**src/rtl/serial_subtractor_32.sv**
```systemverilog
// rtl/serial_subtractor_32.sv - digit-serial a - b mod 2^WIDTH with borrow-out and valid/ready handshakes
module serial_subtractor_32 #(
    parameter int WIDTH = 32,
    parameter int DIGIT = 4
) (
    input  logic             clk,
    input  logic             rst,
    input  logic             in_valid,
    output logic             in_ready,
    input  logic [WIDTH-1:0] a,
    input  logic [WIDTH-1:0] b,
    output logic             out_valid,
    input  logic             out_ready,
    output logic [WIDTH-1:0] diff,
    output logic             borrow
);
    localparam int NDIG = WIDTH / DIGIT;
    localparam int CW = (NDIG > 1) ? $clog2(NDIG) : 1;
    localparam logic [CW-1:0] LAST = CW'(NDIG - 1);

    typedef enum logic [1:0] {IDLE, RUN, DONE} state_t;

    state_t           state_q, state_d;
    logic             in_ready_q, in_ready_d;
    logic             out_valid_q, out_valid_d;
    logic [WIDTH-1:0] diff_q, diff_d;
    logic             borrow_q, borrow_d;
    logic [WIDTH-1:0] a_sh_q, a_sh_d;
    logic [WIDTH-1:0] b_sh_q, b_sh_d;
    logic [WIDTH-1:0] res_q, res_d;
    logic             borrow_reg_q, borrow_reg_d;
    logic [CW-1:0]    cnt_q, cnt_d;
    logic [DIGIT:0]   t;

    always_comb begin
        state_d      = state_q;
        in_ready_d   = in_ready_q;
        out_valid_d  = out_valid_q;
        diff_d       = diff_q;
        borrow_d     = borrow_q;
        a_sh_d       = a_sh_q;
        b_sh_d       = b_sh_q;
        res_d        = res_q;
        borrow_reg_d = borrow_reg_q;
        cnt_d        = cnt_q;
        // One extra bit catches the digit borrow as the sign of the partial difference
        t = {1'b0, a_sh_q[DIGIT-1:0]} - {1'b0, b_sh_q[DIGIT-1:0]} - (DIGIT+1)'(borrow_reg_q);

        case (state_q)
            IDLE: begin
                if (in_valid && in_ready_q) begin
                    a_sh_d       = a;
                    b_sh_d       = b;
                    borrow_reg_d = 1'b0;
                    cnt_d        = '0;
                    in_ready_d   = 1'b0;
                    state_d      = RUN;
                end
            end
            RUN: begin
                res_d        = (res_q >> DIGIT) | (WIDTH'(t[DIGIT-1:0]) << (WIDTH - DIGIT));
                borrow_reg_d = t[DIGIT];
                a_sh_d       = a_sh_q >> DIGIT;
                b_sh_d       = b_sh_q >> DIGIT;
                cnt_d        = cnt_q + 1'b1;
                if (cnt_q == LAST) begin
                    diff_d      = res_d;
                    borrow_d    = t[DIGIT];
                    out_valid_d = 1'b1;
                    state_d     = DONE;
                end
            end
            DONE: begin
                if (out_ready) begin
                    out_valid_d = 1'b0;
                    in_ready_d  = 1'b1;
                    state_d     = IDLE;
                end
            end
            default: begin
                state_d     = IDLE;
                in_ready_d  = 1'b1;
                out_valid_d = 1'b0;
            end
        endcase
    end

    always_ff @(posedge clk or posedge rst) begin
        if (rst) begin
            state_q      <= IDLE;
            in_ready_q   <= 1'b1;
            out_valid_q  <= 1'b0;
            diff_q       <= '0;
            borrow_q     <= 1'b0;
            a_sh_q       <= '0;
            b_sh_q       <= '0;
            res_q        <= '0;
            borrow_reg_q <= 1'b0;
            cnt_q        <= '0;
        end else begin
            state_q      <= state_d;
            in_ready_q   <= in_ready_d;
            out_valid_q  <= out_valid_d;
            diff_q       <= diff_d;
            borrow_q     <= borrow_d;
            a_sh_q       <= a_sh_d;
            b_sh_q       <= b_sh_d;
            res_q        <= res_d;
            borrow_reg_q <= borrow_reg_d;
            cnt_q        <= cnt_d;
        end
    end

    assign in_ready  = in_ready_q;
    assign out_valid = out_valid_q;
    assign diff      = diff_q;
    assign borrow    = borrow_q;
endmodule

```
**config.mk**
```make
export PLATFORM = sky130hd
export DESIGN_NAME = serial_subtractor_32
export DESIGN_NICKNAME = d
export VERILOG_FILES = /design/src/rtl/serial_subtractor_32.sv
export SDC_FILE = /design/constraint.sdc
export NUM_CORES = 1
export LEC_CHECK = 0
export ABC_AREA = 0
export CELL_PAD_IN_SITES_DETAIL_PLACEMENT = 0
export CELL_PAD_IN_SITES_GLOBAL_PLACEMENT = 1
export CORE_AREA = 2 2 151 94
export CTS_CLUSTER_SIZE = 25
export DETAILED_ROUTE_END_ITERATION = 10
export DIE_AREA = 0 0 153 96
export GPL_ROUTABILITY_DRIVEN = 0
export PLACE_DENSITY = 0.85
export RECOVER_POWER = 25
export SLEW_MARGIN = 0
export SYNTH_ARGS = -nofsm -noshare
export SYNTH_HDL_FRONTEND = slang
export SYNTH_SLANG_ARGS = --single-unit
```
**constraint.sdc**
```tcl
create_clock -name clk -period 12.7 [get_ports clk]
set_input_delay 1.905 -clock clk [delete_from_list [all_inputs] [get_ports clk]]
set_output_delay 1.905 -clock clk [all_outputs]
set_load 0.005 [all_outputs]
```
==> qor.csv, run 1 <==
stage,metric,value,unit
hold_path,worst hold path type,flop to flop,
placement,DP HPWL,7956,µm
clocking,TritonCTS sink count,133,
pwr,Power Internal,1150,µW
global_routing,largest net degree at the start of global routing,86,
global_routing,grt ovf,0,
placement,dpl cells,773,
worst_setup_path,worst path bufs/invs,3,
clocking,cts hold-fix bufs,0,
timing,RSZ-0062 raised after global routing,false,
cells_and_area,final non-filler cell total,805,
cells_and_area,NumNets Final,693,
global_routing,antenna violations before repair,0,
yosys,"EDFF count, synth",0,
hold_path,Min-Delay Startpoint,res_q[6],
clocking,"Clk pin slew, worst setup/hold paths",60,ps
global_routing,vias in the first global route,4042,
clocking,CTS root buf,clkbuf_16,
worst_setup_path,"Data arrival, critical path",4930,ps
drt,1st-iter DRT viols,191,
pwr,switching share of power,30.85,%
timing,Max Freq,221.5,MHz
hold_path,hold depth,2,
pwr,leakage power,0.003881,µW
cells_and_area,Ant. Diodes,0,
drt,DRC errors left,0,
clocking,H-tree depth,4,
timing,Final Slew Violations,145,
timing,Slew @ Worst Pin,2684,ps
global_routing,first-pass GRT wire length,20610,µm
yosys,Post-Synthesis Cells,526,
drt,routed vias,3966,
pwr,Clk pwr share,33.5,%
floorplan,core area,13340,µm²
clocking,clock insertion delay at the later pin of the skew report,410,ps
floorplan,die height,96,µm
worst_setup_path,FF-to-FF setup slack,9860,ps
pwr,register share of total power,39.6,%
worst_setup_path,CP cell instances,dlygate4sd3_1 -> clkinvlp_2 -> buf_4,
worst_setup_path,maximum fanout along the worst path,72,
yosys,"Seq/Total Area, Yosys",56.58,%
clocking,CTS Buffer Depth,2,
pwr,Power Dens Cells,222.3,nW/µm²
clocking,Num CTS Buffers,17,
pwr,Tot Pwr,1662,µW
floorplan,chip width,153,µm
timing,Rel. slew slack,-79.89,%
timing,Layout Skew,10.06,ps
global_routing,Total GRT Usage,18.05,%
timing,WHS,478.3,ps
clocking,Post-CTS Setup Inserts,0,
timing,Final min period,4515,ps
yosys,async set or reset register ratio after synthesis,100.0,%
yosys,dominant synthesized flop cell,dfrtp_1,
hold_path,Hold Path Sink,res_q[6],
worst_setup_path,R2R Path Start,cnt_q[0],
drt,Routed WL,12200,µm
pwr,worst vdd ir,0.09414,mV
floorplan,I/O pin count,103,
worst_setup_path,CP Capture Type,asynchronous set/reset pin,
worst_setup_path,crit-path leading delay family,buffers and inverters,
cells_and_area,Area Overhead vs Synth,27.09,%
placement,"worst slack, placed",8799,ps
timing,period utilization,35.55,%
timing,setup tns final,0,ps
yosys,YS warnings,0,
drt,DR pass1 iterations,5,
worst_setup_path,Setup CP Type,input pin to asynchronous set/reset pin,
cells_and_area,layout cells sized above 1,9.206,%
yosys,Mapped Nets,602,
pwr,logic gate share of total power,26.9,%
worst_setup_path,Reg2Reg Capture Point,diff[10],
worst_setup_path,r2r worst-path depth,4,
yosys,Syn Std Cell Area,5884,µm²
floorplan,DIE AREA,14690,µm²
yosys,synthesized area per cell,11.19,µm²
clocking,Resized Gates After CTS,0,
status,violated checks,"max-capacitance violations, max-slew violations",
worst_setup_path,Critical Path RT,13120,ps
drt,WL/cell,15.15,µm
timing,endpoints failing hold,0,
drt,Vias/cell,4.927,
worst_setup_path,Max stage delay on crit path,1520,ps
placement,Port Buffers,102,
timing,Final WS setup,8185,ps
yosys,Netlist cell types,32,
floorplan,Starting Density,44.12,%
drt,Detail Route Antenna Nets,0,
clocking,CTS tree,done,
pwr,Psw,512.8,µW
worst_setup_path,Startpoint Class,input pin,
worst_setup_path,CP max stage cell,clkinvlp_2,
floorplan,# rows,33,
run,max-cap viol count,3,
yosys,Yosys reg bits,133,
status,status,"complete, but fails checks",
timing,# setup viols final,0,
==> cell families after synthesis <==
group	Yosys count	share of synthesized area (%)
AO/OA/AOI/OAI	79	7.102
XOR/XNOR	1	0.1489
adder cells (fa/ha/maj)	8	1.956
buffers and inverters	47	5.890
flip-flops	133	56.58
multiplexers	89	16.39
AND/OR/NAND/NOR	169	11.93
==> worst register-to-register path: stages (launching register included) <==
cell and delay, ps:
dfrtp_1 360, ha_1 160, ha_1 190, nand3b_1 1190, mux2_1 820
==> metal layers <==
metal	share of wire, %	GRT usage (%)	up-vias
met2	43	27.43	85
met4	0.89	4.861	0
met1	50	24.66	1927
li1	-	-	1945
met5	0	0	-
met3	5.8	6.619	9
==> cell usage after synthesis, drive strengths merged, types with 2 or more instances <==
| library cell | number | area (µm²) |
|---|---|---|
| nand2 | 144 | 540.5 |
| dfrtp | 132 | 3303 |
| o21ai | 69 | 345.3 |
| mux2i | 60 | 600.6 |
| mux2 | 29 | 364.1 |
| buf | 28 | 275.3 |
| inv | 13 | 48.80 |
| nand3 | 8 | 40.04 |
| nor2 | 7 | 26.28 |
| clkbuf | 6 | 22.52 |
| ha | 6 | 75.07 |
| nand2b | 5 | 31.28 |
| o31ai | 3 | 22.52 |
| a21oi | 2 | 10.01 |
| fa | 2 | 40.04 |
| nand3b | 2 | 40.04 |
==> registers in the layout (all words and copies together), names as in the netlist <==
register and cells:
diff 32, in_ready 1, a_sh_q 32, borrow 1
borrow_reg_q 1, res_q 28, state_q 2, b_sh_q 32
out_valid 1, cnt_q 3
==> cells in the final DEF (no fill, tap or decap), types with 2 or more instances in the layout <==
cell | synthesis | final
a21oi_1 | 2 | 2
buf_4 | 2 | 4
bufinv_16 | 0 | 6
clkbuf_16 | 0 | 17
clkdlybuf4s50_1 | 0 | 99
clkinv_2 | 0 | 2
clkinv_4 | 0 | 4
dfrtp_1 | 132 | 132
dlygate4sd3_1 | 0 | 3
fa_1 | 2 | 2
ha_1 | 6 | 6
inv_1 | 13 | 12
inv_6 | 0 | 2
mux2_1 | 1 | 11
mux2_2 | 18 | 18
mux2i_1 | 60 | 60
nand2_1 | 144 | 144
nand2b_1 | 5 | 5
nand3_1 | 8 | 8
nand3b_1 | 0 | 2
nor2_1 | 7 | 7
o21ai_0 | 14 | 15
o21ai_1 | 55 | 54
o31ai_1 | 3 | 3
==> layout make-up <==
cell class                      count  area [µm²]
Fill cell                        1124        5858
Clock inverter                     15       250.2
Sequential cell                   133        3329
Clock buffer                       17       425.4
Multi-Input combinational cell    346        2153
Timing Repair Buffer              106        1051
Inverter                           13       50.05
Tap cell                          175       219.0
==> power groups by stage <==
stage	clock network, µW	registers [µW]	logic [µW]
6_report	557	658	447
5_1_grt	588	679	509
4_1_cts	565	662	463
3_5_place_dp	0	667	458
3_3_place_gp	0	660	438
2_1_floorplan	0	639	309
==> worst max-delay path by stage <==
stage,start,endpoint,slack (ps),cells after the start
final,rst,b_sh_q[2],8180,3
after floorplan,rst,a_sh_q[0],7240,1
after detailed placement,in_valid,b_sh_q[15],8800,5
after global routing,rst,b_sh_q[2],7560,3
after global placement,in_valid,b_sh_q[27],8840,5
after CTS,in_valid,a_sh_q[27],9230,5
==> stage by stage <==
step / instance area (µm²) / util, %
2_1_floorplan: 5884 / -
3_3_place_gp: 6872 / 51.52
3_5_place_dp: 6872 / 51.52
4_1_cts: 7547 / 56.59
5_1_grt: 7478 / 56.07
6_report: 7478 / 56.07
Power figures use the tool's default switching activity.
==> run 2, diff against run 1 <==
- CORE_AREA: 2 2 151 94 -> 2 2 156 97
- DIE_AREA: 0 0 153 96 -> 0 0 158 99
- PLACE_DENSITY: 0.85 -> 0.81
- clock period: 12.7 -> 4.5 ns (I/O delays scaled with it)
==> run 2 against run 1 <==
The run still ends with max-capacitance violations, max-slew violations left. Via count decreased by 0.23%. Critical path depth rose by 1. Setup slack lost 6600 ps. Non-clock buffer count up 1. Critical path type is now flop to flop. Largest cell class unchanged.
==> qor.csv, run 2 (synthesized netlist as in run 1, its figures left out) <==
stage,metric,value,unit
worst_setup_path,CP max stage cell,nor2b_1,
worst_setup_path,CP Depth,4,
worst_setup_path,Max stage delay on crit path,1570,ps
worst_setup_path,Reg2Reg Capture Point,a_sh_q[12],
worst_setup_path,r2r worst-path depth,4,
floorplan,die height,99,µm
clocking,CTS Buffer Depth,2,
cells_and_area,Layout fillers,1268,
worst_setup_path,Setup CP Type,flop to flop,
clocking,Post-CTS Setup Inserts,0,
drt,routed vias,3957,
worst_setup_path,R2R Path Start,state_q[0],
global_routing,antenna violations before repair,1,
cells_and_area,NumNets Final,694,
clocking,CTS tree,done,
clocking,Resized Gates After CTS,0,
cells_and_area,Area Overhead vs Synth,27.64,%
worst_setup_path,CP cell instances,nor2b_1 -> buf_12 -> nand2_1 -> o21ai_1,
drt,1st-iter DRT viols,235,
clocking,CTS root buf,clkbuf_16,
cells_and_area,"most common cell after layout, fill and taps aside",nand2_1,
worst_setup_path,worst path bufs/invs,1,
timing,endpoints failing hold,0,
pwr,leakage power,0.003901,µW
run,max-cap viol count,3,
clocking,TritonCTS sink count,133,
clocking,cts hold-fix bufs,0,
global_routing,first-pass GRT wire length,20710,µm
floorplan,I/O pin count,103,
drt,DRC errors left,0,
drt,Detail Route Antenna Nets,0,
timing,Rel. slew slack,-58.89,%
drt,Routed WL,12200,µm
timing,Final min period,2961,ps
worst_setup_path,CP Capture Type,flop,
worst_setup_path,worst setup path endpoint,a_sh_q[12],
global_routing,grt ovf,0,
placement,DP HPWL,8097,µm
cells_and_area,Ant. Diodes,0,
floorplan,DIE AREA,15640,µm²
timing,RSZ-0062 raised after global routing,false,
cells_and_area,multi-input logic area,2196,µm²
worst_setup_path,Startpoint Class,flop,
placement,Port Buffers,102,
pwr,worst vdd ir,0.2496,mV
cells_and_area,layout cells sized above 1,10.94,%
worst_setup_path,maximum fanout along the worst path,118,
pwr,Tot Pwr,4571,µW
floorplan,chip width,158,µm
timing,Layout Skew,6.078,ps
floorplan,core area,14210,µm²
clocking,H-tree depth,4,
hold_path,worst hold path type,flop to flop,
global_routing,Total GRT Usage,17.04,%
worst_setup_path,crit-path leading delay family,simple AND/OR/NAND/NOR gates,
timing,# setup viols final,0,
timing,Final Slew Violations,182,
worst_setup_path,FF-to-FF setup slack,1540,ps
clocking,"Clk pin slew, worst setup/hold paths",60,ps
floorplan,Starting Density,41.41,%
timing,setup tns final,0,ps
floorplan,# rows,34,
global_routing,largest net degree at the start of global routing,119,
timing,Slew @ Worst Pin,2383,ps
cells_and_area,flip-flop and latch area,3329,µm²
status,status,"complete, but fails checks",
cells_and_area,"commonest non-fill, non-tap cells in the layout","nand2_1 (144), dfrtp_1 (132), clkdlybuf4s50_1 (100)",
clocking,Num CTS Buffers,17,
drt,DR pass1 iterations,4,
clocking,clock insertion delay at the later pin of the skew report,410,ps
timing,period utilization,65.80,%
worst_setup_path,crit path launch,state_q[0],
pwr,Power Dens Cells,608.6,nW/µm²
worst_setup_path,Critical Path RT,4830,ps
drt,Vias/cell,4.773,
drt,WL/cell,14.71,µm
status,violated checks,"max-capacitance violations, max-slew violations",
global_routing,vias in the first global route,4068,
timing,Max Freq,337.7,MHz
worst_setup_path,"Data arrival, critical path",3290,ps
## run 2: final cells by class
cell class	instances	share of cell area, %
Tap cell	198	3.298
Clock buffer	18	5.847
Sequential cell	133	44.33
Inverter	13	0.6997
Clock inverter	14	2.332
Timing Repair Buffer	107	14.26
Multi-Input combinational cell	346	29.24
## run 2: worst min path at each step
stage	startpoint	depth (start not counted)	slack [ps]	to
global placement	res_q[4]	2	450	res_q[4]
floorplan	res_q[4]	2	440	res_q[4]
global route	diff[0]	1	520	diff[0]
finish	res_q[6]	2	480	res_q[6]
CTS	res_q[4]	2	490	res_q[4]
detailed placement	a_sh_q[31]	2	470	a_sh_q[27]
## run 2: tightest hold or removal path, stage by stage (launching register included)
cell,delay [ps]
dfrtp_1,340
nand2_1,50
nand2_1,50
## run 2: metal layers
| layer | up-vias | track usage (%) | wire length [µm] |
|---|---|---|---|
| li1 | 1941 | - | - |
| met1 | 1917 | 24.36 | 6024 |
| met2 | 82 | 24.78 | 5275 |
| met3 | 17 | 4.969 | 682 |
| met4 | 0 | 6.029 | 212 |
| met5 | - | 0 | 0 |
## run 2: report_power, final
part | leakage (µW) | switching (µW) | internal [µW]
combinational | 0.00181 | 654 | 635
sequential | 0.00179 | 258 | 1600
clock | 0.000294 | 535 | 893
total | 0.00390 | 1450 | 3120
## run 2: stage by stage
step | utilization, % | cell area, µm² | setup slack (ps) | instances | hold slack (ps)
after floorplan | - | 5884 | 272.3 | 526 | 438.6
after global placement | 48.69 | 6918 | 1922 | 797 | 454.0
after detailed placement | 48.69 | 6918 | 1852 | 797 | 469.8
after CTS | 53.01 | 7532 | 2282 | 829 | 485.7
after global routing | 52.86 | 7511 | 1200 | 829 | 521.1
final | 52.86 | 7511 | 1539 | 829 | 479.6
==> run 3, diff against run 2 <==
- CORE_AREA: 2 2 156 97 -> 2 2 164 102
- DIE_AREA: 0 0 158 99 -> 0 0 166 104
- PLACE_DENSITY: 0.81 -> 0.77
- clock period: 4.5 -> 2.6 ns (I/O delays scaled with it)
==> run 3 against run 2 <==
Sequential share of layout area decreased by 0.48 points. Final cell count increased by 1.7%. Clock power increased by 71%. Critical endpoint is now in_ready. Via count increased by 1.3%. Worst hold slack got worse by 8.5 ps. Largest power group unchanged. The flow now finishes without violations. Setup slack got worse by 820 ps.
==> qor.csv, run 3 (synthesized netlist as in run 1, its figures left out) <==
stage,metric,value,unit
status,status,finished clean,
pwr,Power Dens Cells,1051,nW/µm²
timing,Max Freq,532.5,MHz
global_routing,Total GRT Usage,15.45,%
global_routing,busiest grt layer,met2,
run,max-cap viol count,0,
clocking,H-tree depth,4,
floorplan,core area,15810,µm²
placement,Port Buffers,102,
clocking,TritonCTS sink count,133,
worst_setup_path,maximum fanout along the worst path,4,
drt,Detail Route Antenna Nets,0,
drt,WL/cell,15.00,µm
worst_setup_path,CP cell instances,clkdlybuf4s50_1,
placement,DP HPWL,8503,µm
drt,Vias/cell,4.757,
clocking,CTS Buffer Depth,2,
drt,DR pass1 iterations,4,
cells_and_area,layout cells sized above 1,11.83,%
clocking,CTS tree,done,
timing,Slew @ Worst Pin,1301,ps
placement,Post-Place Cell Area,7018,µm²
timing,Final min period,1878,ps
floorplan,chip width,166,µm
clocking,cts hold-fix bufs,0,
timing,WHS,471.1,ps
floorplan,I/O pin count,103,
global_routing,largest net degree at the start of global routing,84,
clocking,"Clk pin slew, worst setup/hold paths",60,ps
cells_and_area,"most common cell after layout, fill and taps aside",nand2_1,
drt,DRC errors left,0,
timing,Final WS setup,722.0,ps
timing,Final Slew Violations,0,
worst_setup_path,worst path bufs/invs,1,
timing,Layout Skew,6.315,ps
drt,routed vias,4010,
global_routing,grt ovf,0,
placement,"worst slack, placed",701.9,ps
clocking,CTS root buf,clkbuf_16,
timing,Rel. slew slack,13.25,%
cells_and_area,NumNets Final,697,
cells_and_area,Finished Cell Area,7594,µm²
global_routing,met2 Usage GRT,23.18,%
cells_and_area,Ant. Diodes,0,
drt,Routed WL,12640,µm
timing,setup tns final,0,ps
floorplan,die height,104,µm
timing,period utilization,72.23,%
global_routing,met3 usage,4.414,%
clocking,Post-CTS Setup Inserts,0,
cells_and_area,"commonest non-fill, non-tap cells in the layout","nand2_1 (144), dfrtp_1 (132), clkdlybuf4s50_1 (101)",
floorplan,DIE AREA,17260,µm²
worst_setup_path,Max stage delay on crit path,570,ps
worst_setup_path,CP max stage cell,dfstp_2,
global_routing,first-pass GRT wire length,21290,µm
worst_setup_path,Setup CP Type,flop to output pin,
worst_setup_path,Critical Path RT,2210,ps
worst_setup_path,Startpoint Class,flop,
timing,RSZ-0062 raised after global routing,false,
worst_setup_path,crit-path leading delay family,flip-flops,
cells_and_area,Area Overhead vs Synth,29.05,%
hold_path,worst hold path type,flop to flop,
timing,# setup viols final,0,
global_routing,antenna violations before repair,0,
pwr,leakage power,0.003961,µW
global_routing,vias in the first global route,4072,
floorplan,Starting Density,37.22,%
worst_setup_path,CP Capture Type,output pin,
drt,1st-iter DRT viols,224,
clocking,Num CTS Buffers,17,
pwr,worst vdd ir,0.4256,mV
clocking,clock insertion delay at the later pin of the skew report,410,ps
worst_setup_path,"Data arrival, critical path",1490,ps
timing,endpoints failing hold,0,
floorplan,# rows,36,
clocking,Resized Gates After CTS,0,
global_routing,M1 GR Usage,21.87,%
-- run 3: worst min-delay path: stages (launching register included) --
cell and delay, ps:
dfrtp_1 340, nand2_1 50, nand2_1 50
-- run 3: area by class of cell --
| type | count | area, µm² |
|---|---|---|
| multi-input cells | 346 | 2218 |
| flip-flops and latches | 133 | 3329 |
| fillers | 1423 | 8217 |
| clock inverters | 14 | 166.4 |
| well taps | 209 | 261.5 |
| inverters | 13 | 50.05 |
| repair buffers | 110 | 1129 |
| clock buffers | 18 | 439.2 |
-- run 3: routing by layer --
| metal | vias up | wire, µm |
|---|---|---|
| li1 | 1956 | - |
| met1 | 1946 | 6330 |
| met2 | 94 | 5581 |
| met3 | 14 | 605 |
| met4 | 0 | 124 |
| met5 | - | 0 |
-- run 3: final timing paths --
path                           start          to  slack, ps  cells after the start
setup reg to reg           a_sh_q[0]      borrow        730                      6
setup / recovery            in_ready    in_ready        720                      1
hold / removal              res_q[7]    res_q[7]        470                      2
min in group asynchronous        rst  state_q[1]        890                      3
hold reg to reg             res_q[7]    res_q[7]        470                      2
max in group asynchronous        rst   a_sh_q[3]        870                      3
-- run 3: through the flow --
step	power, µW	instances	utilization, %
after detailed placement	5610	811	44.39
after global placement	5479	811	44.39
after global routing	8547	843	48.03
after floorplan	4629	526	-
final	7981	843	48.03
after CTS	8108	843	48.22
-- run 3: power by group --
| group | internal (µW) | leakage, µW | switching, µW |
|---|---|---|---|
| clock | 1470 | 0.000288 | 984 |
| combinational | 1170 | 0.00188 | 1140 |
| sequential | 2760 | 0.00179 | 454 |
